==> src/rtl/tt_um_carlos_uart_tx.sv <==
// tt_um_carlos_uart_tx: byte-in / UART-out Tiny Tapeout tile.
// Bytes on ui_in are captured on a synchronized rising edge of uio_in[0],
// queued in a small circular FIFO, and serialized LSB-first on uio_out[1].
// Optional feature macro: TX_PARITY_EN (adds an even-parity bit, 8E1 frame).
module tt_um_carlos_uart_tx #(
    parameter int CLKS_PER_BIT = 16,
    parameter int DEPTH        = 4
) (
    input  logic       clk,
    input  logic       rst_n,
    input  logic       ena,
    input  logic [7:0] ui_in,
    input  logic [7:0] uio_in,
    output logic [7:0] uio_out,
    output logic [7:0] uio_oe,
    output logic [7:0] uo_out
);

    localparam int             PW        = $clog2(DEPTH);
    localparam int             BW        = $clog2(CLKS_PER_BIT);
    localparam logic [3:0]     DEPTH_C   = 4'(DEPTH);
    localparam logic [BW-1:0]  BAUD_LAST = BW'(CLKS_PER_BIT - 1);

    typedef enum logic [2:0] {
        S_IDLE   = 3'd0,
        S_START  = 3'd1,
        S_DATA   = 3'd2,
        S_STOP   = 3'd3
`ifdef TX_PARITY_EN
        ,
        S_PARITY = 3'd4
`endif
    } state_t;

    // Strobe synchronizer and edge detect
    logic sync_q1, sync_q2, sync_q3;
    logic wr_req;

    // FIFO
    logic [7:0]    mem [DEPTH];
    logic [PW-1:0] wr_ptr, rd_ptr;
    logic [3:0]    count;
    logic          full, push, pop;
    logic          overflow;

    // Transmitter
    state_t        state, state_next;
    logic [BW-1:0] baud_cnt;
    logic          bit_done;
    logic [2:0]    bit_idx;
    logic [7:0]    shift_q;
    logic          tx_q, tx_next;
    logic          busy;
`ifdef TX_PARITY_EN
    logic          parity_q;
`endif

    logic unused_inputs;
    assign unused_inputs = &{1'b0, ena, uio_in[7:1]};

    // Two-flop synchronizer on the strobe pin plus a history flop for edge detect
    // NOTE: sequential state uses <= so every flop samples pre-edge values.
    always_ff @(posedge clk) begin
        if (!rst_n) begin
            sync_q1 <= 1'b0;
            sync_q2 <= 1'b0;
            sync_q3 <= 1'b0;
        end else begin
            sync_q1 <= uio_in[0];
            sync_q2 <= sync_q1;
            sync_q3 <= sync_q2;
        end
    end

    assign wr_req   = sync_q2 & ~sync_q3;
    assign full     = (count == DEPTH_C);
    assign push     = wr_req & ~full;
    assign bit_done = (baud_cnt == BAUD_LAST);

    // FIFO pointers, occupancy and sticky overflow; a write into a full FIFO is dropped
    always_ff @(posedge clk) begin
        if (!rst_n) begin
            wr_ptr   <= '0;
            rd_ptr   <= '0;
            count    <= '0;
            overflow <= 1'b0;
        end else begin
            if (push) wr_ptr <= wr_ptr + 1'b1;
            if (pop)  rd_ptr <= rd_ptr + 1'b1;
            count <= count + {3'b000, push} - {3'b000, pop};
            if (wr_req && full) overflow <= 1'b1;
        end
    end

    // FIFO storage
    // NOTE: the array has no reset; emptiness is carried by count and pointers.
    always_ff @(posedge clk) begin
        if (push) mem[wr_ptr] <= ui_in;
    end

    // FSM state register
    always_ff @(posedge clk) begin
        if (!rst_n) state <= S_IDLE;
        else        state <= state_next;
    end

    // FSM next-state logic
    // NOTE: default assignment first so no path leaves state_next unassigned (no latch).
    always_comb begin
        state_next = state;
        case (state)
            S_IDLE:  if (count != 4'd0) state_next = S_START;
            S_START: if (bit_done)      state_next = S_DATA;
            S_DATA: begin
                if (bit_done && bit_idx == 3'd7) begin
`ifdef TX_PARITY_EN
                    state_next = S_PARITY;
`else
                    state_next = S_STOP;
`endif
                end
            end
`ifdef TX_PARITY_EN
            S_PARITY: if (bit_done) state_next = S_STOP;
`endif
            S_STOP: begin
                if (bit_done) state_next = (count != 4'd0) ? S_START : S_IDLE;
            end
            default: state_next = S_IDLE;
        endcase
    end

    // FSM outputs: FIFO pop and the next value of the line
    always_comb begin
        pop     = 1'b0;
        tx_next = 1'b1;
        case (state)
            S_IDLE:  pop     = (count != 4'd0);
            S_START: tx_next = 1'b0;
            S_DATA:  tx_next = shift_q[0];
`ifdef TX_PARITY_EN
            S_PARITY: tx_next = parity_q;
`endif
            S_STOP:  pop     = bit_done && (count != 4'd0);
            default: tx_next = 1'b1;
        endcase
    end

    // Bit timer, shift register and registered line output
    always_ff @(posedge clk) begin
        if (!rst_n) begin
            tx_q     <= 1'b1;
            baud_cnt <= '0;
            bit_idx  <= '0;
            shift_q  <= '0;
`ifdef TX_PARITY_EN
            parity_q <= 1'b0;
`endif
        end else begin
            tx_q <= tx_next;
            if (pop) begin
                shift_q  <= mem[rd_ptr];
                baud_cnt <= '0;
                bit_idx  <= '0;
`ifdef TX_PARITY_EN
                parity_q <= ^mem[rd_ptr];
`endif
            end else if (state != S_IDLE) begin
                if (bit_done) begin
                    baud_cnt <= '0;
                    if (state == S_DATA) begin
                        shift_q <= {1'b0, shift_q[7:1]};
                        bit_idx <= bit_idx + 3'd1;
                    end
                end else begin
                    baud_cnt <= baud_cnt + 1'b1;
                end
            end
        end
    end

    assign busy    = (state != S_IDLE) | (count != 4'd0);
    assign uio_out = {4'b0000, full, busy, tx_q, 1'b0};
    assign uio_oe  = 8'b0000_1110;
    assign uo_out  = {overflow, 3'b000, count};

endmodule

==> config.mk <==
export PLATFORM = sky130hd
export DESIGN_NAME = tt_um_carlos_uart_tx
export DESIGN_NICKNAME = d
export VERILOG_FILES = /design/src/rtl/tt_um_carlos_uart_tx.sv
export SDC_FILE = /design/constraint.sdc
export NUM_CORES = 1
export LEC_CHECK = 0
export CAP_MARGIN = 15
export CORE_MARGIN = 3
export CORE_UTILIZATION = 48
export DETAILED_ROUTE_END_ITERATION = 16
export PLACE_DENSITY = 0.85
export SYNTH_ARGS = -nofsm -noshare
export SYNTH_HDL_FRONTEND = slang
export SYNTH_SLANG_ARGS = --single-unit
==> constraint.sdc <==
create_clock -name clk -period 2.6 [get_ports clk]
set_input_delay 0.52 -clock clk [delete_from_list [all_inputs] [get_ports clk]]
set_output_delay 0.52 -clock clk [all_outputs]
set_load 0.02 [all_outputs]
Yosys cells after proc, flatten, opt, wreduce, memory -nomap -nowiden
Memory sizes are Yosys's and may differ from the RTL's. A register that Yosys moved wholly into a read port is not among the register bits. Cells that the tools add are included.

$add $sub $neg: 6. Equality and inequality tests: 10. Multiplexer cells: 17. Bitwise logic cells: 6. Reductions and logical operators: 13.

Operator list (count): $mux W8 (4); $mux W3 (4); $pmux W3 S4 (1); $ne A2 B2 Y1 const B (4); $eq A3 B2 Y1 const B (2); $reduce_and A3 Y1 (2); $reduce_bool A2 Y1 (3); $add A2 B1 Y2 const B (2); $add A4 B1 Y4 (1); $add A4 B1 Y4 const B (1); $eq A4 B3 Y1 const B (1); $eq A4 B4 Y1 const B (1); $mux W2 (2); $mux W4 (1); $pmux W1 S2 (2); $reduce_and A4 Y1 (1); $reduce_bool A4 Y1 (1); $sub A4 B1 Y4 (1); $add A3 B1 Y3 const B (1); $eq A3 B1 Y1 const B (1); $eq A3 B3 Y1 const B (1); $logic_and A1 B1 Y1 (3); $logic_not A3 Y1 (1); $mux W1 (3); other kinds (5) (8).

Bits in registers: 31. Memory bits (writable): 32. Bits of input ports: 19. Output and inout port bits: 24. Logic and storage cells: 65. Memories kept: 1.

Memories: mem (words 4, width 8, read ports 1, clocked after memory_dff 1, wr ports 1, line 40) `logic [7:0] mem [DEPTH];`.

Longest topological paths before layout
Gate-level depths: netlist of the first run.

Word-level depth: 5. Gate-level depth with buffers: 13. Mapped depth without buffers: 11.

Worst setup path before layout of the first run
Ideal clock, no wire load.

Path kind: register -> register. Start: register count[2]. End: register count[2]. Library setup time: 0.115 ns. Arrival: 2.502 ns. Required time: 2.485 ns. Path slack: -0.017 ns. Cell stages (with the launch flop): 13. Path buffers: 1. Clock period less this slack: 2.617 ns. Cell sequence: dfxtp_1 > inv_1 > ha_1 > nor3b_1 > or3_1 > buf_4 > or2_1 > nand2_1 > ha_1 > inv_1 > fa_1 > xnor2_1 > and2_1.

Longest elaborated chain between the ends: 5. Elaborated cells between the ends (all ways): 8. Those cells by class: add/sub (2); eq/ne (1); mux (1); bitwise (2); reduce/logical (2).

RTL lines: from (decl) (line 42) `logic [3:0] count;`; from (signal assigned) (line 90) `count <= count + {3'b000, push} - {3'b000, pop};`; $eq A4 B3 Y1 (line 76) `assign full = (count == DEPTH_C);`; $not A1 Y1 (line 77) `assign push = wr_req & ~full;`; $and A1 B1 Y1 (line 77); $add A4 B1 Y4 (line 90); $sub A4 B1 Y4 (*) (line 90).

Mark *: on every way between the ends. The rest lies on a longest branch, timed or not. A chain may end at the register's enable or synchronous reset.

Worst setup path in the final report of the first run
Start: register state[0]. End: register count[2].

Longest elaborated chain between the ends: 3. Elaborated cells between the ends (all ways): 4. Those cells by class: add/sub (1); eq/ne (1); mux (1); reduce/logical (1).

RTL lines: from (decl) (line 47) `state_t state, state_next;`; from (signal assigned) (line 104) `else state <= state_next;`; $eq A3 B2 Y1 or $logic_not A3 Y1 (tied branches) (line 137) `case (state)`; $pmux W1 S2 (*) (line 137); $sub A4 B1 Y4 (*) (line 90).

Marked as above.

==> results.json, run 1 <==
{
  "status": "complete, no violations",
  "p_per_area_nw_per_um2": 912.0,
  "grt_max_degree": 19,
  "start_util_pct": 50.81,
  "critPathKind": "flip-flop to flip-flop",
  "cts_hold_buf": 0,
  "cp.required_ps": 2840,
  "yosysUniqueCellTypes": 36,
  "ys.flop_type": "edfxtp_1",
  "synth_xor_xnor_area_share_pct": 1.833,
  "syn2layout_area_growth_pct": 13.36,
  "cp-end-kind": "flip-flop",
  "vias_per_cell": 4.981,
  "n_antenna_cell": 0,
  "fin_cells": 324,
  "place.port_buffers": 18,
  "async_flop_share_pct": 0,
  "drv_slew": 0,
  "cp-start-kind": "flip-flop",
  "avgSynthCellArea_um2": 12.68,
  "antenna_found_initial": 0,
  "nets": 283,
  "core_region_area_um2": 5642,
  "rows": 27,
  "path_max_fanout": 5,
  "grt_pass1_wl_um": 7396,
  "fin_ws_ps": 153.2,
  "period_share_pct": 94.11,
  "holdCritStartpoint": "sync_q1$_SDFF_PN0_",
  "synthCells": 226,
  "clkTransAtPathRegs_ps": 80,
  "worstHoldPathType": "flip-flop to flip-flop",
  "hold_violations": 0,
  "placed_cells": 308,
  "path_cells": "inv_1, ha_1, or3_4, or2_1, nand2_1, ha_1, inv_1, fa_1, xnor2_1, and2_1",
  "dp_hpwl_um": 2879,
  "wl_per_cell_um": 13.28,
  "finalCriticalPeriod_ps": 2447,
  "cts_sinks": 64,
  "dp_slack_ps": 86.46,
  "die-area_um2": 6935,
  "rsz0062_at_grt": "false",
  "die_x_um": 83.28,
  "numCtsBuffers": 9,
  "insertion_delay_ps": 340,
  "slowest_delay_ps": 420,
  "p_int_mw": 1.990,
  "p_switching_mw": 0.9735,
  "synthMuxAreaShare_pct": 10.48,
  "synth_top_family_by_area": "multiplexers",
  "ant_nets": 0,
  "io_pins": 43,
  "slew_headroom_pct": 64.53,
  "cts_tree": "built",
  "setup_viol": 0,
  "drc": 0,
  "grt_usage_pct": 13.81,
  "drt-total-wl_um": 4302,
  "finClkSkew_ps": 7.872,
  "clock_path_buffers": 2,
  "multi_input_area_um2": 1095,
  "synth_compound_area_share_pct": 6.591,
  "crit_buf_inv": 2,
  "r2r-start": "state[0]$_SDFFE_PN0P_",
  "p_seq_share_pct": 43.8,
  "slowest_stage": "or3_4",
  "power.share.switching_pct": 32.85,
  "initialDrtViolationCount": 67,
  "gr-total-overflow": 0,
  "layout-drive-gt1-share_pct": 15.48,
  "die_h_um": 83.28,
  "drv_cap": 0,
  "synth_edf_count": 32,
  "yosysSeqAreaShare_pct": 55.87,
  "seq_area_um2": 1607,
  "fillers": 453,
  "finalSetupTns_ps": 0,
  "yosys.area_share.simple_pct": 8.992,
  "firstDrtPassIters": 4,
  "vias": 1614,
  "startpoint": "state[0]$_SDFFE_PN0P_",
  "fmax_ghz": 0.4087,
  "crit_family": "simple AND/OR/NAND/NOR gates",
  "leakage_nw": 1.280,
  "worst_slew_pin_slew_ps": 531.3,
  "pwr-share-clk_pct": 25.8,
  "ctsRootBufferMaster": "clkbuf_8",
  "grt_pass1_vias": 1616,
  "p_comb_share_pct": 30.4,
  "netlist_area_um2": 2866,
  "ys_ff_latch": 64,
  "hold_slack_ps": 439.2,
  "h-tree-depth": 3,
  "crit_arrival_ps": 2690,
  "routabilityCongestion": 0.8057,
  "ys.warnings.count": 0,
  "synth_adder_area_share_pct": 7.682,
  "vdd_drop_max_v": 0.0004783,
  "power_mw": 2.963
}
==> registers in the layout (all words and copies together), names as in the netlist, named ones only <==
name,flops
overflow,1
rd_ptr,2
baud_cnt,4
sync_q3,1
state,2
mem,32
sync_q1,1
bit_idx,3
tx_q,1
wr_ptr,2
shift_q,8
sync_q2,1
count,4
==> timing repair <==
item / in CTS / in global routing
gates resized for setup: 0 / 6
endpoints found under the setup margin: 0 / 3
buffers inserted: 0 / 0
hold endpoints to repair: 0 / 0
==> stage by stage <==
step                      instance area, um^2  util [%]
after detailed placement                 3050     54.07
after global placement                   3050     54.07
final                                    3249     57.60
after floorplan                          2920         -
after global routing                     3249     57.60
after CTS                                3231     57.26
==> power groups by stage <==
stage	clock (mW)	combinational, mW	sequential [mW]
final	0.764	0.901	1.30
after global routing	0.844	1.01	1.32
after CTS	0.789	0.891	1.30
after detailed placement	0	0.880	1.32
after global placement	0	0.853	1.31
after floorplan	0	0.715	1.29
==> Yosys cell counts (2+ instances only) <==
cell type   n  area [um^2]
dfxtp_1    32        640.6
edfxtp_1   32        960.9
buf_4      21        157.7
ha_1       16        200.2
and2_1     13        81.33
inv_1      12        45.04
mux2i_1    12        120.1
o21ai_0    10        50.05
a21oi_1     9        45.04
mux4_2      8        180.2
nand2_1     7        26.28
nor2_1      6        22.52
nor2b_1     6        37.54
buf_2       4        20.02
xnor2_1     4        35.03
clkbuf_1    3        11.26
or3_1       3        18.77
a21boi_1    2        15.01
a21o_1      2        15.01
a311oi_1    2        17.52
a31oi_1     2        12.51
conb_1      2        7.510
nand3_1     2        10.01
nand4_1     2        12.51
nor3b_1     2        15.01
xor2_1      2        17.52
==> logic make-up after synthesis <==
kind of cell,after synthesis
other,2
DFF,64
adders and majority gates,17
AOI/OAI and AO/OA,31
xor gates and xnor gates,6
and+or+nand+nor,45
buffers and inverters,41
muxes,20
==> layout make-up <==
type                    count  share of cell area [%]
repair buffers             25                   7.162
clock buffers               9                   3.812
flip-flops and latches     64                   49.44
clock inverters             7                   1.733
inverters                  12                   1.386
multi-input cells         135                   33.69
well taps                  72                   2.772
==> layout by cell type, fill, tap and decap left out, drive strengths merged, types with 4 or more instances in the layout <==
cell type       n
mux2i          12
a21oi           9
buf             7
nand2           7
dfxtp          32
mux4            8
and2           13
edfxtp         32
conb           16
o21ai          10
nor2b           6
clkdlybuf4s50  18
xnor2           4
inv            14
clkbuf          9
nor2            6
ha             16
clkinv          4
==> per-layer routing <==
metal,vias up,global-route usage (%),wire [um]
li1,805,-,-
met1,765,16.24,1893
met2,37,22.30,2145
met3,7,5.060,214
met4,0,6.686,48
met5,-,0,0
==> path summary, 6_finish.rpt <==
path	slack, ps	endpoint	cells past startpoint
max	150	count[2]$_SDFF_PN0_	10
min	440	sync_q2$_SDFF_PN0_	1
max reg2reg	150	count[2]$_SDFF_PN0_	10
min reg2reg	440	sync_q2$_SDFF_PN0_	1
Power figures use the tool's default switching activity.
==> run 2: changes to the inputs <==
--- a/config.mk
+++ b/config.mk
@@ -10,6 +10,8 @@
 export CORE_UTILIZATION = 48
 export DETAILED_ROUTE_END_ITERATION = 16
 export PLACE_DENSITY = 0.85
+export SKIP_CTS_REPAIR_TIMING = 1
+export SLEW_MARGIN = 20
 export SYNTH_ARGS = -nofsm -noshare
 export SYNTH_HDL_FRONTEND = slang
 export SYNTH_SLANG_ARGS = --single-unit
==> results of run 2 <==
Same layout as run 1: the final DEF is identical, and so are final timing and power.
